## src/rtl/rv32i_reg_file.sv

```systemverilog
// RV32I integer register file: 32 x XLEN registers, two combinational read ports, one write port.
// Define REG_FILE_BYPASS_EN to forward same-cycle write data to matching read ports.
module rv32i_reg_file #(
  parameter int DATA_WIDTH = 32,
  parameter int NUM_REGS   = 32,
  parameter int ADDR_WIDTH = $clog2(NUM_REGS)
) (
  input  logic                  clk,
  input  logic                  rst_n,
  input  logic                  wr_en,
  input  logic [ADDR_WIDTH-1:0] wr_reg,
  input  logic [DATA_WIDTH-1:0] wr_data,
  input  logic [ADDR_WIDTH-1:0] rd_reg_1,
  input  logic [ADDR_WIDTH-1:0] rd_reg_2,
  output logic [DATA_WIDTH-1:0] rd_data_1,
  output logic [DATA_WIDTH-1:0] rd_data_2
);

  logic [DATA_WIDTH-1:0] regs_q [NUM_REGS];
  logic [DATA_WIDTH-1:0] regs_d [NUM_REGS];
  logic [NUM_REGS-1:0]   wr_sel;

  generate
    for (genvar gi = 0; gi < NUM_REGS; gi++) begin : g_reg
      if (gi == 0) begin : g_zero
        // x0 is a constant; it is never selected for writing.
        assign wr_sel[gi] = 1'b0;
        assign regs_d[gi] = '0;
      end else begin : g_gpr
        assign wr_sel[gi] = wr_en && (wr_reg == ADDR_WIDTH'(gi));
        assign regs_d[gi] = wr_sel[gi] ? wr_data : regs_q[gi];
      end

      always_ff @(posedge clk or negedge rst_n) begin
        if (!rst_n) begin
          regs_q[gi] <= '0;
        end else begin
          regs_q[gi] <= regs_d[gi];
        end
      end
    end
  endgenerate

  always_comb begin
    rd_data_1 = '0;
    if (rd_reg_1 != '0 && int'(rd_reg_1) < NUM_REGS) begin
      rd_data_1 = regs_q[rd_reg_1];
    end
`ifdef REG_FILE_BYPASS_EN
    // wr_reg != 0 keeps x0 reads at zero even when forwarding.
    if (wr_en && wr_reg != '0 && rd_reg_1 == wr_reg) begin
      rd_data_1 = wr_data;
    end
`endif
  end

  always_comb begin
    rd_data_2 = '0;
    if (rd_reg_2 != '0 && int'(rd_reg_2) < NUM_REGS) begin
      rd_data_2 = regs_q[rd_reg_2];
    end
`ifdef REG_FILE_BYPASS_EN
    if (wr_en && wr_reg != '0 && rd_reg_2 == wr_reg) begin
      rd_data_2 = wr_data;
    end
`endif
  end

endmodule

```

## config.mk

```make
export PLATFORM = sky130hd
export DESIGN_NAME = rv32i_reg_file
export DESIGN_NICKNAME = d
export VERILOG_FILES = /design/src/rtl/rv32i_reg_file.sv
export SDC_FILE = /design/constraint.sdc
export NUM_CORES = 2
export LEC_CHECK = 0
export ABC_CLOCK_PERIOD_IN_PS = 4700
export BUFFER_PORTS_ARGS = -buffer_cell sky130_fd_sc_hd__buf_2
export CAP_MARGIN = 20
export CORE_AREA = 2 2 433 435
export CTS_CLUSTER_SIZE = 25
export DETAILED_ROUTE_END_ITERATION = 7
export DIE_AREA = 0 0 435 437
export PLACE_DENSITY_LB_ADDON = 0.08
export SLEW_MARGIN = 15
export SYNTH_ARGS = -nofsm -noshare
export SYNTH_HDL_FRONTEND = slang
export SYNTH_SLANG_ARGS = --single-unit
```

## constraint.sdc

```tcl
create_clock -name clk -period 4.7 [get_ports clk]
set_input_delay 0.47 -clock clk [delete_from_list [all_inputs] [get_ports clk]]
set_output_delay 0.47 -clock clk [all_outputs]
set_load 0.05 [all_outputs]
```

==> out/qor.csv <==
stage;metric;value;unit
yosys;post-synth cell types;43;
yosys;Post-synth EDFFs;0;
final_layout;fillers;18000;
final_layout;most common cell after layout, fill and taps aside;mux2_2;
sta;fin crit share;79.4;%
clock_tree;CTS Buffer Depth;3;
floorplan;Die Wd;435;um
routing;average routed wire per standard cell;31.9;um
routing;via/cell ratio;5.38;
power;static leakage;0.0262;uW
yosys;sequential fraction of the synthesis area;46.4;%
routing;WL met2;97.6;mm
final_layout;Seq. cell area;24800;um^2
critical_path;crit path capture type;output pin;
power;Gate power share;20.7;%
sta;RSZ-0062 raised after global routing;false;
clock_tree;CTS Sinks;992;
power;sw power;7770;uW
run_status;status;finished, final reports clean;
clock_tree;H-tree Lvls;4;
min_path;HP Start;wr_data[13];
yosys;Avg Inst Size Synth;15.0;um^2
yosys;Async SR Flop Fraction;100;%
floorplan;Chip Height;437;um
min_path;hold endpoint;regs_q[365]$_DFFE_PN0P_;
clock_tree;Post-CTS Setup Bufs;0;
final_layout;post-route cell area;61300;um^2
routing;Top Metal Used;met5;
global_route;first-pass GRT wire length;280;mm
critical_path;worst flop-to-flop path startpoint;regs_q[418]$_DFFE_PN0P_;
sta;Final Skew;0;ns
yosys;Synth Register Bits;992;
placed_design;placed instance area;57000;um^2
critical_path;Critical Path RT;4.23;ns
yosys;ys flop type;dfrtp_1;
final_layout;area of the multi-input gates;27000;um^2
floorplan;Core Rows;158;
power;part of the power in registers;41.9;%
final_layout;largest registers;regs_q: 992 flops;
power;VDD IR max;0.250;mV
sta;Final Hold Violating Endpoints;0;
placed_design;post-DP HPWL;113;mm
floorplan;Initial Util;28.9;%
routing;Vias;32900;
final_layout;Area growth syn-to-layout;14.7;%
critical_path;Crit Path Category;in2out;
final_layout;most frequent cells in the layout;1010 x mux2_2, 992 x dfrtp_1, 432 x mux4_2;
sta;minimum clock period;3.73;ns
min_path;worst hold path type;in2reg;
placed_design;dpl ws;1.04;ns
critical_path;FF-to-FF End;regs_q[418]$_DFFE_PN0P_;
routing;final WL;195;mm
sta;Slew @ Worst Pin;1.11;ns
critical_path;Reg2Reg Setup Slack;3.87;ns
yosys;Yosys Warn Count;0;
yosys;Syn Nets;3606;
global_route;largest net degree at the start of global routing;111;
sta;fmax;0.268;GHz
floorplan;Ports;114;
sta;post-route setup slack;0.968;ns
placed_design;Buffers on Ports;113;
routing;met1 wire length;85.8;mm
floorplan;die area;190000;um^2
yosys;Post-Syn Area;53500;um^2
critical_path;CP Max Fanout;65;
power;pwr/cell area;445;nW/um^2
yosys;post-synthesis cell count;3556;
routing;ANT nets after route;0;
routing;Detailed Route Iter0 Violations;1982;
power;Internal;19500;uW
routing;post-route DRC violation count;0;
critical_path;CP Data Arrival Time;3.26;ns
sta;fin. max-slew vios;0;
routing;drt pass-1 iters;7;
placed_design;GPL Wtd Cong;0.733;
routing;met3 WL;6.63;mm
sta;Final setup viols;0;
global_route;GRT Overall Usage;20.6;%
final_layout;layout cells sized above 1;52.8;%
final_layout;max FFs per register;992;
clock_tree;CTS tree;built;
final_layout;Top reg by flops;regs_q;
clock_tree;root buffer cell;clkbuf_16;
global_route;initial antenna violation count;14;
clock_tree;clk slew on worst S/H paths;0.05;ns
clock_tree;worst skew pair latency;0.76;ns
min_path;Hold Path Depth;2;
clock_tree;CTS buffer count;130;
power;Sw Ratio;28.5;%
global_route;vias in the first global route;35100;
critical_path;FF-to-FF path depth;1;
floorplan;Core ar.;185000;um^2
run;max-cap viol count;0;
critical_path;CP startpoint kind;primary input;
sta;Fin Setup TNS;0;ns
global_route;grt ovf;0;
power;Clock power frac;37.4;%
final_layout;NumNets Final;3585;
sta;Slew HR;26.0;%
cell families after synthesis:
group / count (synthesis) / synth area share (%)
muxes: 1693 / 44.2
DFF: 992 / 46.4
and+or+nand+nor: 267 / 2.57
AOI/OAI and AO/OA: 202 / 3.15
buffers and inverters: 402 / 3.64
worst max-delay path by stage:
stage          slack (ns)   startpoint       endpoint  cells after the start
6_report             0.97  rd_reg_2[0]  rd_data_2[11]                      7
3_5_place_dp         1.04  rd_reg_2[0]  rd_data_2[11]                      7
5_1_grt              0.88  rd_reg_2[0]  rd_data_2[11]                      7
3_3_place_gp         0.97  rd_reg_2[0]  rd_data_2[11]                      7
4_1_cts              1.03  rd_reg_2[0]  rd_data_2[11]                      7
2_1_floorplan        1.54  rd_reg_1[0]  rd_data_1[31]                      7
Yosys cell counts (6+ instances only):
master        n  area (um^2)
clkbuf_1    176          661
mux2i_1     206         2060
o31a_1       35          307
nand2b_1     26          163
a221o_1      19          190
mux2_1       45          507
nand4b_1      6         52.6
nand2_1      32          120
or3_1        10         62.6
inv_1        10         37.5
nor2b_1      47          294
nand3_1      30          150
a221oi_1     43          377
mux2_2     1010        11400
o211ai_1     16          120
o22ai_1       9         56.3
buf_4        28          210
buf_2       112          561
nor2_1       59          221
nand4_1       8         50.1
nor3_1       41          205
a2111oi_0     8         70.1
mux4_2      432         9730
buf_1        51          191
o22a_1       16          140
buf_6        21          236
a22oi_1      42          315
dfrtp_1     992        24800
power groups by stage:
stage	combinational [uW]	sequential [uW]	clock (uW)
3_3_place_gp	5670	11600	0
4_1_cts	5750	11400	10500
5_1_grt	6100	11700	10900
3_5_place_dp	5740	11600	0
2_1_floorplan	4430	11100	0
6_report	5650	11500	10200
worst max-delay path, cell delays in order:
cell	delay (ns)
buf_8	0.35
buf_12	0.49
mux4_2	0.34
inv_1	0.04
a2111oi_0	0.93
or3_1	0.29
buf_2	0.29
through the flow:
stage | hold slack (ns) | cells | total power, uW | util (%)
4_1_cts | 0.276 | 6117 | 27700 | 33.1
3_3_place_gp | 0.492 | 5881 | 17200 | 30.8
5_1_grt | 0.332 | 6120 | 28700 | 33.2
2_1_floorplan | 0.174 | 3556 | 15500 | -
6_report | 0.333 | 6122 | 27300 | 33.2
3_5_place_dp | 0.494 | 5882 | 17300 | 30.8
what timing repair did:
item,in CTS,in global routing
hold endpoints to repair,60,0
hold buffers,1,0
resized for setup,0,0
area by class of cell:
class	instances	share of cell area, %
timing repair buffer	238	3.26
clock inverter	30	0.618
multi-input combinational	2162	44.0
tap	2480	5.06
inverter	11	0.0693
clock buffer	204	6.48
sequential	992	40.5
antenna	5	0.0204
metal layers:
layer	up-vias	GRT usage, %
met1	18300	27.0
met4	2	6.11
met5	-	0
met3	242	2.98
li1	13700	-
met2	648	35.0
Note: power is estimated with default switching activity, not from simulation.
